$ cat src/rtl/mem_bus_pkg.sv
// Shared constants and types for the memory bus arbiter slice.
// Latency: n/a (declarations only).
// Backpressure: n/a (declarations only).
package mem_bus_pkg;

  // MMIO window at the top of the data-port address space
  localparam logic [9:0] MMIO_SEG0_ADDR = 10'h3FF;
  localparam logic [9:0] MMIO_SEG1_ADDR = 10'h3FE;
  localparam logic [9:0] MMIO_SW_ADDR   = 10'h3EF;

  // Enum value doubles as the bit index in the arbiter req/gnt vectors
  typedef enum logic {
    PORT_I = 1'b0,
    PORT_D = 1'b1
  } port_t;

  typedef enum logic {
    SRC_RAM = 1'b0,
    SRC_SW  = 1'b1
  } src_t;

endpackage

$ cat src/rtl/mem_rr_arbiter.sv
// Two-way round-robin arbiter between fetch (bit 0) and load/store (bit 1).
// Latency: combinational grant in the request cycle; last_winner updates at that edge.
// Backpressure: the loser keeps requesting and is granted next cycle.
// Ports: clk, rst (sync, active-high), req[1:0] in, gnt[1:0] out (one-hot or zero),
//        last_winner out (port granted most recently, PORT_D after reset).
module mem_rr_arbiter
  import mem_bus_pkg::*;
(
  input  logic       clk,
  input  logic       rst,
  input  logic [1:0] req,
  output logic [1:0] gnt,
  output port_t      last_winner
);

  always_comb begin
    gnt = 2'b00;
    if (!rst) begin
      case (req)
        2'b01:   gnt = 2'b01;
        2'b10:   gnt = 2'b10;
        // Conflict: the port that did not win last time goes first
        2'b11:   gnt = (last_winner == PORT_D) ? 2'b01 : 2'b10;
        default: gnt = 2'b00;
      endcase
    end
  end

  always_ff @(posedge clk) begin
    if (rst) begin
      last_winner <= PORT_D;
    end else if (gnt[PORT_I]) begin
      last_winner <= PORT_I;
    end else if (gnt[PORT_D]) begin
      last_winner <= PORT_D;
    end
  end

endmodule

$ cat src/rtl/mem_bus_arbiter.sv
// Arbitrates fetch and load/store onto a single-port sync RAM and owns the MMIO window.
// Latency: grant and RAM drive in cycle N; read data and rvalid in cycle N+1.
// Backpressure: a requester holds req until gnt; the loser waits at most one cycle.
// Ports: clk, rst; i_req/i_addr -> i_gnt, i_rvalid/i_rdata; d_req/d_we/d_addr/d_wdata ->
//        d_gnt, d_rvalid/d_rdata; mem_en/mem_we/mem_addr/mem_wdata -> RAM, mem_rdata <- RAM;
//        sw_in switch inputs; seg0/seg1 display registers.
module mem_bus_arbiter
  import mem_bus_pkg::*;
#(
  parameter int addr_width = 10,
  parameter int data_width = 32
) (
  input  logic                  clk,
  input  logic                  rst,
  input  logic                  i_req,
  input  logic [addr_width-1:0] i_addr,
  output logic                  i_gnt,
  output logic                  i_rvalid,
  output logic [data_width-1:0] i_rdata,
  input  logic                  d_req,
  input  logic                  d_we,
  input  logic [addr_width-1:0] d_addr,
  input  logic [data_width-1:0] d_wdata,
  output logic                  d_gnt,
  output logic                  d_rvalid,
  output logic [data_width-1:0] d_rdata,
  output logic                  mem_en,
  output logic                  mem_we,
  output logic [addr_width-1:0] mem_addr,
  output logic [data_width-1:0] mem_wdata,
  input  logic [data_width-1:0] mem_rdata,
  input  logic [data_width-1:0] sw_in,
  output logic [data_width-1:0] seg0,
  output logic [data_width-1:0] seg1
);

  logic [1:0] gnt;
  port_t      last_winner;

  mem_rr_arbiter u_arb (
    .clk         (clk),
    .rst         (rst),
    .req         ({d_req, i_req}),
    .gnt         (gnt),
    .last_winner (last_winner)
  );

  assign i_gnt = gnt[PORT_I];
  assign d_gnt = gnt[PORT_D];

  // MMIO decode is data-port only; each register responds to one direction,
  // the opposite direction at the same address falls through to RAM.
  logic seg0_st, seg1_st, sw_ld, d_mmio;
  assign seg0_st = d_we  && (d_addr == addr_width'(MMIO_SEG0_ADDR));
  assign seg1_st = d_we  && (d_addr == addr_width'(MMIO_SEG1_ADDR));
  assign sw_ld   = !d_we && (d_addr == addr_width'(MMIO_SW_ADDR));
  assign d_mmio  = seg0_st || seg1_st || sw_ld;

  always_comb begin
    mem_en    = 1'b0;
    mem_we    = 1'b0;
    mem_addr  = '0;
    mem_wdata = '0;
    if (i_gnt) begin
      mem_en   = 1'b1;
      mem_addr = i_addr;
    end else if (d_gnt && !d_mmio) begin
      mem_en    = 1'b1;
      mem_we    = d_we;
      mem_addr  = d_addr;
      mem_wdata = d_wdata;
    end
  end

  logic                  resp_valid;
  port_t                 resp_port;
  src_t                  resp_src;
  logic [data_width-1:0] sw_q;

  always_ff @(posedge clk) begin
    if (rst) begin
      seg0       <= '0;
      seg1       <= '0;
      resp_valid <= 1'b0;
      resp_port  <= PORT_I;
      resp_src   <= SRC_RAM;
      sw_q       <= '0;
    end else begin
      if (d_gnt && seg0_st) seg0 <= d_wdata;
      if (d_gnt && seg1_st) seg1 <= d_wdata;
      if (d_gnt && sw_ld)   sw_q <= sw_in;
      resp_valid <= i_gnt || (d_gnt && !d_we);
      resp_port  <= d_gnt ? PORT_D : PORT_I;
      resp_src   <= (d_gnt && sw_ld) ? SRC_SW : SRC_RAM;
    end
  end

  // rst masks the response immediately so a read granted just before reset
  // never surfaces, even though resp_valid only clears at the next edge.
  logic                  resp_live;
  logic [data_width-1:0] resp_data;
  assign resp_live = resp_valid && !rst;
  assign resp_data = (resp_src == SRC_SW) ? sw_q : mem_rdata;

  assign i_rvalid = resp_live && (resp_port == PORT_I);
  assign d_rvalid = resp_live && (resp_port == PORT_D);
  assign i_rdata  = i_rvalid ? resp_data : '0;
  assign d_rdata  = d_rvalid ? resp_data : '0;

endmodule
$ cat config.mk
export PLATFORM = sky130hd
export DESIGN_NAME = mem_bus_arbiter
export DESIGN_NICKNAME = d
export VERILOG_FILES = /design/src/rtl/mem_bus_pkg.sv /design/src/rtl/mem_rr_arbiter.sv /design/src/rtl/mem_bus_arbiter.sv
export SDC_FILE = /design/constraint.sdc
export NUM_CORES = 1
export LEC_CHECK = 0
export CELL_PAD_IN_SITES_DETAIL_PLACEMENT = 0
export CELL_PAD_IN_SITES_GLOBAL_PLACEMENT = 1
export CORE_MARGIN = 5
export CORE_UTILIZATION = 27
export DETAILED_ROUTE_END_ITERATION = 7
export PLACE_DENSITY = 0.83
export SLEW_MARGIN = 15
export SYNTH_ARGS = -nofsm -noshare
export SYNTH_HDL_FRONTEND = slang
export SYNTH_SLANG_ARGS = --single-unit
$ cat constraint.sdc
create_clock -name clk -period 2.6 [get_ports clk]
set_clock_uncertainty 0.1 [all_clocks]
set_input_delay 0.52 -clock clk [delete_from_list [all_inputs] [get_ports clk]]
set_output_delay 0.52 -clock clk [all_outputs]
set_load 0.02 [all_outputs]
==> flow_summary.ini, run 1 <==
[status]
outcome = complete, no violations

[worst_setup_path]
cp.arrival_ns = 1.90
cp_data_required_time_ns = 1.98
r2r_end = seg1[7]
r2r_start = u_arb.last_winner
path_max_fanout = 10
start_kind = input port
r2r_slack_ns = 0.67
reg2regPathDepth = 5
cp-end-kind = output pin
criticalPathCategory = input port to output pin
crit_end = mem_addr[6]
crit_start = d_addr[4]

[cts]
htree_levels = 3
clockBufferDepth = 2
cts_made_buffers = 9
clkLatencyLatePin_ns = 0.34
tritoncts = yes
clk_pin_slew_worst_paths_ns = 0.07
cts_root_buf = clkbuf_16
cts_sinks = 100
holdBufCountCts = 0

[sta]
finalSetupViolCount = 0
maxSlewViolCount = 0
slew_headroom = 0.465
period_minus_slack_ns = 2.52
timing.hold.ws_ns = 0.469
finalCritPeriodShare = 0.968
hold_viol = 0
tightest_slew_ns = 0.803
fmax_mhz = 397
rsz0062_at_grt = false

[job]
cap_violations = 0

[routing]
avgViaCountPerCell = 4.37
drc = 0
wl_um = 17100
first_pass_iters = 4
drtIter0Drc = 86
detail-route-antenna-nets = 0
avgRoutedWirePerCell_um = 16.6
via_count = 4525

[place]
place_hpwl_um = 12700
io_buffers = 296
gp_congestion = 0.766

[synth]
synth_cell_type_count = 34
yosysSeqAreaShare = 0.404
syn_area_per_cell_um2 = 9.93
synthCells = 499
synth_warnings = 0
ys_seq_elements = 100
syn_area_mm2 = 0.00495
synth_nets = 620

[pwr]
pwr-share-seq = 0.427
powerDensity_mw_per_mm2 = 421
peakVddDrop_v = 0.000342
p_total_mw = 3.60
p_clk_frac = 0.430
power.internal_mw = 2.76
leakagePower_nw = 3.86
combinationalPowerShare = 0.143
switching_power_mw = 0.842
sw_frac_of_total = 0.234

[floorplanning]
die_h_um = 145
ios = 297
start_util = 0.275
die_area_mm2 = 0.0212
fp.dieW_um = 145
fp-row-count = 49
core_mm2 = 0.0180

[grt]
grt_usage = 0.155
gr-total-overflow = 0
grt_pass1_wl_um = 26700
grt_max_degree = 73
grt_pass1_vias = 4644
antenna_found_initial = 0

[worst_hold_path]
hold_depth = 1
holdCritPathClass = flip-flop to flip-flop

[cells_and_area]
final_nets = 922
area_delta_synth_final_pct = 72.6
antenna_cells = 0
multi_input_area_mm2 = 0.00274
register_area_mm2 = 0.00200
drive_above_1_share = 0.216
nFillCells = 1758
-- through the flow --
step	util	TNS, ns	area [um^2]	instances	setup slack [ns]
4_1_cts	0.479	0	8640	1035	0.00552
2_1_floorplan	-	0	4950	499	0.213
6_report	0.474	0	8550	1035	0.0840
5_1_grt	0.474	0	8550	1035	0.000808
3_5_place_dp	0.459	-39.32	8280	1015	-0.585
3_3_place_gp	0.459	-38.75	8280	1015	-0.557
-- cell usage after synthesis --
cell type	instances	area [um^2]
a211o_1	1	8.76
a211oi_1	1	7.51
a211oi_4	1	20.0
a21o_1	1	7.51
a21oi_1	1	5.00
a22o_1	8	70.1
a32o_1	2	20.0
and2_1	32	200
and3_1	1	6.26
and4b_1	1	10.0
buf_1	1	3.75
buf_2	12	60.1
buf_4	2	15.0
buf_6	4	45.0
buf_8	2	30.0
clkbuf_1	18	67.6
dfxtp_1	100	2000
inv_1	6	22.5
mux2_1	32	360
mux2_2	64	721
mux2i_1	32	320
nand2_1	3	11.3
nand3b_1	1	7.51
nand4_1	2	12.5
nand4_2	1	12.5
nor2_1	67	251
nor2b_1	96	601
nor3_1	1	5.00
nor3_2	1	10.0
nor3b_1	1	7.51
o31a_1	1	8.76
or2_2	1	6.26
or3b_2	1	8.76
xnor2_1	1	8.76
-- cell families (layout without fill, tap and decap cells) --
family	Yosys count	after routing	share of synthesized area
buffers and inverters	45	352	0.0493
AO/OA/AOI/OAI	16	16	0.0298
multiplexers	128	128	0.283
flip-flops	100	100	0.404
AND/OR/NAND/NOR	209	209	0.232
XOR/XNOR	1	1	0.00177
-- area by class of cell --
type                            count  share of cell area
Timing Repair Buffer              330               0.370
Multi-Input combinational cell    354               0.320
Sequential cell                   100               0.234
Tap cell                          229              0.0335
Clock buffer                       10              0.0268
Clock inverter                      6              0.0130
Inverter                            6             0.00263
-- cells in the final DEF (no fill, tap or decap), types with 2 or more instances in the layout --
master	synthesis	final
mux2_2	64	64
mux2_1	32	32
nand2_1	3	3
and2_1	32	32
bufinv_16	0	3
buf_4	2	27
clkbuf_16	0	9
clkbuf_2	0	2
dfxtp_1	100	99
inv_1	6	5
buf_2	12	20
a32o_1	2	2
clkdlybuf4s15_2	0	22
mux2i_1	32	32
buf_12	0	7
nand4_1	2	2
dlymetal6s2s_1	0	2
buf_6	4	4
clkdlybuf4s50_1	0	171
a22o_1	8	8
nor2_1	67	66
nor2b_1	96	96
dlygate4sd2_1	0	69
clkdlybuf4s15_1	0	5
-- worst max-delay path, cell delays in order --
cell	delay (ns)
buf_4	0.13
nor3b_4	0.21
a21oi_2	0.06
o31a_4	0.39
buf_12	0.16
a22o_1	0.18
clkdlybuf4s15_2	0.25
-- power groups by stage --
stage	clock [mW]	sequential [mW]	combinational, mW
6_report	1.55	1.54	0.515
5_1_grt	1.67	1.54	0.550
4_1_cts	1.61	1.54	0.529
3_5_place_dp	0	1.57	0.540
3_3_place_gp	0	1.57	0.540
2_1_floorplan	0	1.57	0.179
-- metal layers --
layer,global-route usage,share of wire,vias to the layer above,wire (um)
met4,0.0350,0.012,0,210
met1,0.188,0.43,2056,7380
met2,0.262,0.47,195,7980
met3,0.0604,0.092,16,1570
li1,-,-,2258,-
met5,0,0,-,0
-- worst min path at each step --
stage	start	to	slack [ns]
finish	u_arb.last_winner	resp_port	0.47
global route	u_arb.last_winner	resp_port	0.51
CTS	u_arb.last_winner	resp_port	0.46
detailed placement	u_arb.last_winner	resp_port	0.45
global placement	u_arb.last_winner	resp_port	0.45
floorplan	u_arb.last_winner	resp_port	0.42
-- flip-flops by register name, summed over array words and instances (netlist names) --
name and flops:
resp_port 1, resp_src 1, resp_valid 1, seg0 32, seg1 32, sw_q 32
u_arb.last_winner 1
-- timing repair --
action	CTS	global route
cloned	2	0
resized for setup	240	26
pin swaps	1	5
setup buffers	2	1
setup endpoints to repair	112	44
No activity file was read; power rests on OpenSTA's default activity.
==> run 2, diff against run 1 <==
RECOVER_POWER = 50   (was unset)
==> flow_summary.ini, run 2 (synthesis gave the netlist of run 1 again) <==
[cts]
cts_sinks = 100
tritoncts = yes
clkLatencyLatePin_ns = 0.34
cts_root_buf = clkbuf_16
holdBufCountCts = 0
htree_levels = 3
clockBufferDepth = 2
cts_made_buffers = 9
clk_pin_slew_worst_paths_ns = 0.07

[sta]
finalCritPeriodShare = 0.969
fmax_mhz = 397
period_minus_slack_ns = 2.52
finalSetupViolCount = 0
hold_viol = 0
maxSlewViolCount = 0
tightest_slew_ns = 1.10
setup_tns_ns = 0
timing.hold.ws_ns = 0.466
rsz0062_at_grt = false
slew_headroom = 0.269

[cells_and_area]
final_common_cell = clkdlybuf4s50_1
final_area_mm2 = 0.00849
antenna_cells = 0
area_delta_synth_final_pct = 71.4
drive_above_1_share = 0.211
final_cell_mix = 107 x clkdlybuf4s50_1, 99 x dfxtp_1, 96 x nor2b_1
final_nets = 922
top_regs = seg0 (32), seg1 (32), sw_q (32)

[worst_setup_path]
critPathSlowestCell = o31a_4
criticalPathCategory = input port to output pin
path_delay_family = compound AO/OA/AOI/OAI gates
cp_data_required_time_ns = 1.98
cpPeakStageDelay_ns = 0.39
cp.arrival_ns = 1.90
start_kind = input port
path_buf_inv = 3
path_cells = buf_4 -> nor3b_4 -> a21oi_2 -> o31a_4 -> buf_12 -> a22o_1 -> clkdlybuf4s15_2
path_max_fanout = 10
cp-end-kind = output pin

[floorplanning]
ios = 297
die_h_um = 145
fp-row-count = 49
core_mm2 = 0.0180
fp.dieW_um = 145
start_util = 0.275
die_area_mm2 = 0.0212

[place]
gp_congestion = 0.766
placed_area_mm2 = 0.00828
io_buffers = 296
place_hpwl_um = 12700

[routing]
drtIter0Drc = 88
avgViaCountPerCell = 4.38
first_pass_iters = 4
avgRoutedWirePerCell_um = 16.6
detail-route-antenna-nets = 0
via_count = 4530
wl_um = 17100
drc = 0

[grt]
grt_usage = 0.155
antenna_found_initial = 0
grt_pass1_wl_um = 26700
grt_max_degree = 73
grt_pass1_vias = 4644
gr-total-overflow = 0

[pwr]
leakagePower_nw = 4.05
peakVddDrop_v = 0.000341
powerDensity_mw_per_mm2 = 424

[job]
cap_violations = 0

[status]
outcome = complete, no violations

[worst_hold_path]
holdCritPathClass = flip-flop to flip-flop
==> run 2: path summary, 6_finish.rpt <==
path | to | depth (start not counted) | slack [ns] | from
max | mem_addr[6] | 7 | 0.08 | d_addr[4]
min | resp_port | 1 | 0.47 | u_arb.last_winner
max reg2reg | sw_q[25] | 5 | 0.27 | u_arb.last_winner
min reg2reg | resp_port | 1 | 0.47 | u_arb.last_winner
==> run 2: power breakdown <==
part           internal (mW)  switching, mW
Clock                  0.944          0.611
Combinational          0.279          0.233
Sequential              1.53        0.00270
Total                   2.76          0.847
==> run 2: cell type report <==
type,count,area (um^2)
Clock inverter,6,111
Tap cell,229,287
Timing Repair Buffer,330,3110
Inverter,6,22.5
Multi-Input combinational cell,354,2730
Clock buffer,10,229
Sequential cell,100,2000
Fill cell,1767,9530
==> run 2: through the flow <==
stage | setup slack [ns] | util | power, mW | cells
2_1_floorplan | 0.213 | - | 1.75 | 499
3_3_place_gp | -0.557 | 0.459 | 2.11 | 1015
3_5_place_dp | -0.585 | 0.459 | 2.11 | 1015
4_1_cts | 0.00552 | 0.479 | 3.68 | 1035
5_1_grt | 0.00117 | 0.471 | 3.75 | 1035
6_report | 0.0816 | 0.471 | 3.60 | 1035
==> run 2: routing by layer <==
layer	up-vias	GRT usage	wire length, um
met5	-	0	0
met4	0	0.0350	209
met1	2064	0.188	7360
met2	193	0.262	8050
li1	2257	-	-
met3	16	0.0604	1510
==> run 2: repair_timing <==
item | in CTS | in global routing
pin swaps | 1 | 5
buffers inserted | 2 | 1
resized for setup | 240 | 26
endpoints found under the setup margin | 112 | 44
cloned | 2 | 0
